File: src/rtl/plic_target_ctrl.sv
// Single-target PLIC core: pending/in-flight tracking, arbitration, claim/complete.
// Optional `PLIC_ERR_FLAG_EN adds a sticky err_o flag for ignored completions.
module plic_target_ctrl #(
    parameter int NUM_SRC = 8,
    parameter int PRIO_W  = 3,
    parameter int ID_W    = 5
) (
    input  logic                      clk,
    input  logic                      rst_n,
    input  logic [NUM_SRC-1:0]        src_pend_i,
    input  logic [NUM_SRC*PRIO_W-1:0] src_prio_i,
    input  logic [NUM_SRC-1:0]        src_en_i,
    input  logic [PRIO_W-1:0]         threshold_i,
    input  logic                      claim_req_i,
    output logic                      claim_ack_o,
    output logic [ID_W-1:0]           claim_id_o,
    input  logic                      complete_req_i,
    input  logic [ID_W-1:0]           complete_wdata_i,
    output logic [ID_W-1:0]           complete_id_o,
    output logic                      irq_o
`ifdef PLIC_ERR_FLAG_EN
    ,
    output logic                      err_o
`endif
);

    logic [NUM_SRC-1:0] pend_q, pend_d;
    logic [NUM_SRC-1:0] act_q, act_d;
    logic [ID_W-1:0]    best_id_q, best_id_d;
    logic [PRIO_W-1:0]  best_prio_q, best_prio_d;
    logic               claim_ack_q;
    logic [ID_W-1:0]    claim_id_q, claim_id_d;
    logic [ID_W-1:0]    compl_id_q, compl_id_d;
    logic               claim_hit;
    logic               compl_ok;

    // Descending scan with >= leaves the lowest ID among equal priorities.
    always_comb begin
        best_id_d   = '0;
        best_prio_d = '0;
        for (int k = NUM_SRC - 1; k >= 0; k--) begin
            if (pend_q[k] && src_en_i[k] &&
                src_prio_i[k*PRIO_W +: PRIO_W] != '0 &&
                src_prio_i[k*PRIO_W +: PRIO_W] >= best_prio_d) begin
                best_id_d   = ID_W'(k + 1);
                best_prio_d = src_prio_i[k*PRIO_W +: PRIO_W];
            end
        end
        if (claim_req_i) begin
            best_id_d   = '0;
            best_prio_d = '0;
        end
    end

    always_comb begin
        claim_hit = claim_req_i && (best_prio_q > threshold_i);
        compl_ok  = 1'b0;
        pend_d    = pend_q;
        act_d     = act_q;
        for (int k = 0; k < NUM_SRC; k++) begin
            if (complete_req_i && act_q[k] &&
                complete_wdata_i == ID_W'(k + 1)) begin
                compl_ok = 1'b1;
                act_d[k] = 1'b0;
            end
        end
        for (int k = 0; k < NUM_SRC; k++) begin
            if (claim_hit && best_id_q == ID_W'(k + 1)) begin
                pend_d[k] = 1'b0;
                act_d[k]  = 1'b1;
            end
        end
        pend_d     = pend_d | src_pend_i;
        claim_id_d = claim_hit ? best_id_q : '0;
        compl_id_d = compl_ok ? complete_wdata_i : '0;
    end

    always_ff @(posedge clk or negedge rst_n) begin
        if (!rst_n) begin
            pend_q      <= '0;
            act_q       <= '0;
            best_id_q   <= '0;
            best_prio_q <= '0;
            claim_ack_q <= 1'b0;
            claim_id_q  <= '0;
            compl_id_q  <= '0;
        end else begin
            pend_q      <= pend_d;
            act_q       <= act_d;
            best_id_q   <= best_id_d;
            best_prio_q <= best_prio_d;
            claim_ack_q <= claim_req_i;
            claim_id_q  <= claim_id_d;
            compl_id_q  <= compl_id_d;
        end
    end

`ifdef PLIC_ERR_FLAG_EN
    logic err_q;
    always_ff @(posedge clk or negedge rst_n) begin
        if (!rst_n) begin
            err_q <= 1'b0;
        end else if (complete_req_i && !compl_ok) begin
            err_q <= 1'b1;
        end
    end
    assign err_o = err_q;
`endif

    assign claim_ack_o   = claim_ack_q;
    assign claim_id_o    = claim_id_q;
    assign complete_id_o = compl_id_q;
    assign irq_o         = best_prio_q > threshold_i;

endmodule

File: config.mk
export PLATFORM = sky130hd
export DESIGN_NAME = plic_target_ctrl
export DESIGN_NICKNAME = d
export VERILOG_FILES = /design/src/rtl/plic_target_ctrl.sv
export SDC_FILE = /design/constraint.sdc
export NUM_CORES = 1
export LEC_CHECK = 0
export ABC_AREA = 1
export BUFFER_PORTS_ARGS = -buffer_cell sky130_fd_sc_hd__clkbuf_2
export CORE_MARGIN = 3
export CORE_UTILIZATION = 35
export CTS_CLUSTER_SIZE = 8
export DETAILED_ROUTE_END_ITERATION = 10
export SLEW_MARGIN = 20
export SYNTH_ARGS = -nofsm -noshare
export SYNTH_HDL_FRONTEND = slang
export SYNTH_SLANG_ARGS = --single-unit
export TNS_END_PERCENT = 100
File: constraint.sdc
create_clock -name clk -period 7.9 [get_ports clk]
set_clock_uncertainty 0.1 [all_clocks]
set_input_delay 0.79 -clock clk [delete_from_list [all_inputs] [get_ports clk]]
set_output_delay 0.79 -clock clk [all_outputs]
set_load 0.005 [all_outputs]
==> results.txt <==
share of layout cells above drive strength 1 = 33.1%
CP required = 7.98 ns
Pwr Density = 191 nW/um2
Starting DRT DRC Count = 48
initial antenna violation count = 0
Fin Setup TNS = 0 ns
row count = 29
via/cell ratio = 4.63
final setup violation count = 0
Least-Margin Pin Slew = 0.809 ns
R2R Path Start = pend_q[7]$_DFF_PN0_
drt pass-1 iters = 4
Ports = 64
cells after synthesis = 309
Leak Pwr = 1.67 nW
total power = 0.569 mW
CP startpoint = src_prio_i[22]
YS warnings = 0
Seq/Total Area, Yosys = 35.1%
flip-flop and latch area = 826 um2
Worst Hold Class = register to register
mapped cell area = 2350 um2
most common cell after layout, fill and taps aside = clkbuf_2
final core occ = 46.3%
HPWL after DPL = 4.33 mm
routability cong. = 0.816
slowest stage delay, CP = 0.28 ns
period utilization = 90.1%
worst setup path class = input pin to register
DIE HEIGHT = 88 um
Peak supply drop = 84.4 uV
worst-skew pair later-pin latency = 0.28 ns
Area Overhead vs Synth = 26.4%
max-slew violations = 0
DRC violation count after routing = 0
Main synth FF type = dfrtp_1
status = complete, no violations
most frequent cell on the critical path = nand2_1
vias in the first global route = 2,114
syn avg cell area = 7.62 um2
largest net degree at the start of global routing = 34
CP Capture Point = best_prio_q[1]$_DFF_PN0_
slowest cell on the critical path = ha_1
clock root buffer = clkbuf_8
CTS max path bufs = 2
Async SR Flop Fraction = 100%
layout net count = 459
worst hold slack = 0.381 ns
Worst R2R Path Depth = 59
Unique masters post-synth = 31
H-Tree Depth = 2
CTS tree = built
fillers = 655
share of the synthesized area in the top cell type = 35.1%
crit-path max FO = 6
Initial Utilization = 36.6%
most frequent cells in the layout = clkbuf_2, inv_1, nand2_1
Avg WL per Cell = 10.7 um
input/output buffers = 62
Final Hold Fails = 0
core area = 6420 um2
Area contributors post-synth = dfrtp_1, inv_1, ha_1
startpoint types = input pin
reg-to-reg slack, setup = 1.07 ns
area of the die = 7740 um2
CTS sink cnt = 33
drt total wl = 4.99 mm
gr usage total = 14.4%
Vias = 2,164
Routed Antenna Nets = 0
ant diodes = 0
arrival time worst endpoint = 7.19 ns
R2R Path End = best_prio_q[1]$_DFF_PN0_
Worst slew margin = 46.1%
Post-synth EDFFs = 0
total CTS buffers = 5
post-synth top area cell = dfrtp_1
Max Cap Viol = 0
critical path endpoint category = register
RSZ-0062 raised after global routing = no
FF+latch count, synth = 33
die extent in x = 88 um
max frequency = 140 MHz
hold-fix buffers at CTS = 0
GRT overflow = 0
global-route wire length before repair = 8.94 mm
Tmin final = 7.12 ns
footprint of the multi-input gates = 1320 um2
clock-pin slew on the worst setup and hold paths = 0.07 ns
==> how the worst min path moves through the flow <==
stage	from	slack, ns	endpoint	depth (start not counted)
after CTS	pend_q[7]$_DFF_PN0_	0.38	pend_q[7]$_DFF_PN0_	1
after detailed placement	pend_q[7]$_DFF_PN0_	0.37	pend_q[7]$_DFF_PN0_	1
final	pend_q[7]$_DFF_PN0_	0.38	pend_q[7]$_DFF_PN0_	1
after global routing	pend_q[1]$_DFF_PN0_	0.43	pend_q[1]$_DFF_PN0_	1
after floorplan	pend_q[3]$_DFF_PN0_	0.35	pend_q[3]$_DFF_PN0_	1
after global placement	pend_q[6]$_DFF_PN0_	0.36	pend_q[6]$_DFF_PN0_	1
==> state kept, by name (all words and copies together) (netlist names) <==
register       cells
act_q              8
complete_id_o      5
best_prio_q        3
claim_id_o         4
pend_q             8
claim_ack_o        1
best_id_q          4
==> cell usage after synthesis (all sizes together), types with 2 or more instances <==
library cell	n
a21oi	7
nor2	25
nor3	9
and2	5
o211ai	3
a21o	8
o21ai	21
dfrtp	33
o311a	3
and3	2
inv	60
ha	17
nor4	2
nand3	34
nand2	73
==> cell type report <==
cell class	instances	share of cell area (%)
repair buffers	74	13.5
well taps	77	3.24
multi-input cells	216	44.5
clock inverters	2	1.18
inverters	60	7.57
flip-flops and latches	33	27.8
clock buffers	5	2.31
==> cells by family (layout without fill, tap and decap cells) <==
logic type	after synthesis	after routing	share of synthesized area, %
buf+inv	61	141	9.89
simple gates	151	151	32.6
compound gates	46	46	13.2
fa+ha+maj	17	17	9.04
other cells	1	2	0.159
flops	33	33	35.1
==> per-layer routing <==
metal | up-vias | part of all wire, % | GRT usage, %
li1 | 1159 | - | -
met3 | 2 | 6.1 | 2.92
met5 | - | 0 | 0
met4 | 0 | 0.68 | 3.35
met2 | 60 | 46 | 24.3
met1 | 943 | 48 | 19.1
==> per-stage QoR <==
step                      instance area [um2]  std cells  worst slack, ns
after detailed placement                 2830        458          -0.0563
final                                    2980        467            0.783
after floorplan                          2360        310            0.683
after global routing                     2980        467           0.0161
after global placement                   2830        458           0.0822
after CTS                                2940        465            0.224
==> power breakdown <==
| group | internal [mW] | switching (mW) | total (mW) | leakage [nW] |
|---|---|---|---|---|
| registers | 0.197 | 0.0104 | 0.208 | 0.384 |
| clock network | 0.0916 | 0.0579 | 0.150 | 0.0540 |
| logic | 0.0902 | 0.121 | 0.212 | 1.23 |
| total | 0.379 | 0.190 | 0.569 | 1.67 |
==> worst max-delay path: cells and delay by family <==
family	cells	cell delay [ns]
buffers and inverters	9	0.60
AO/OA/AOI/OAI	9	1.08
adder cells (fa/ha/maj)	7	1.86
AND/OR/NAND/NOR	35	2.81
==> timing repair <==
item / in CTS / in global routing
gates resized for setup: 0 / 16
setup buffers: 0 / 2
setup endpoints to repair: 0 / 7
endpoints found under the hold margin: 0 / 0
No activity file was read; power rests on OpenSTA's default activity.
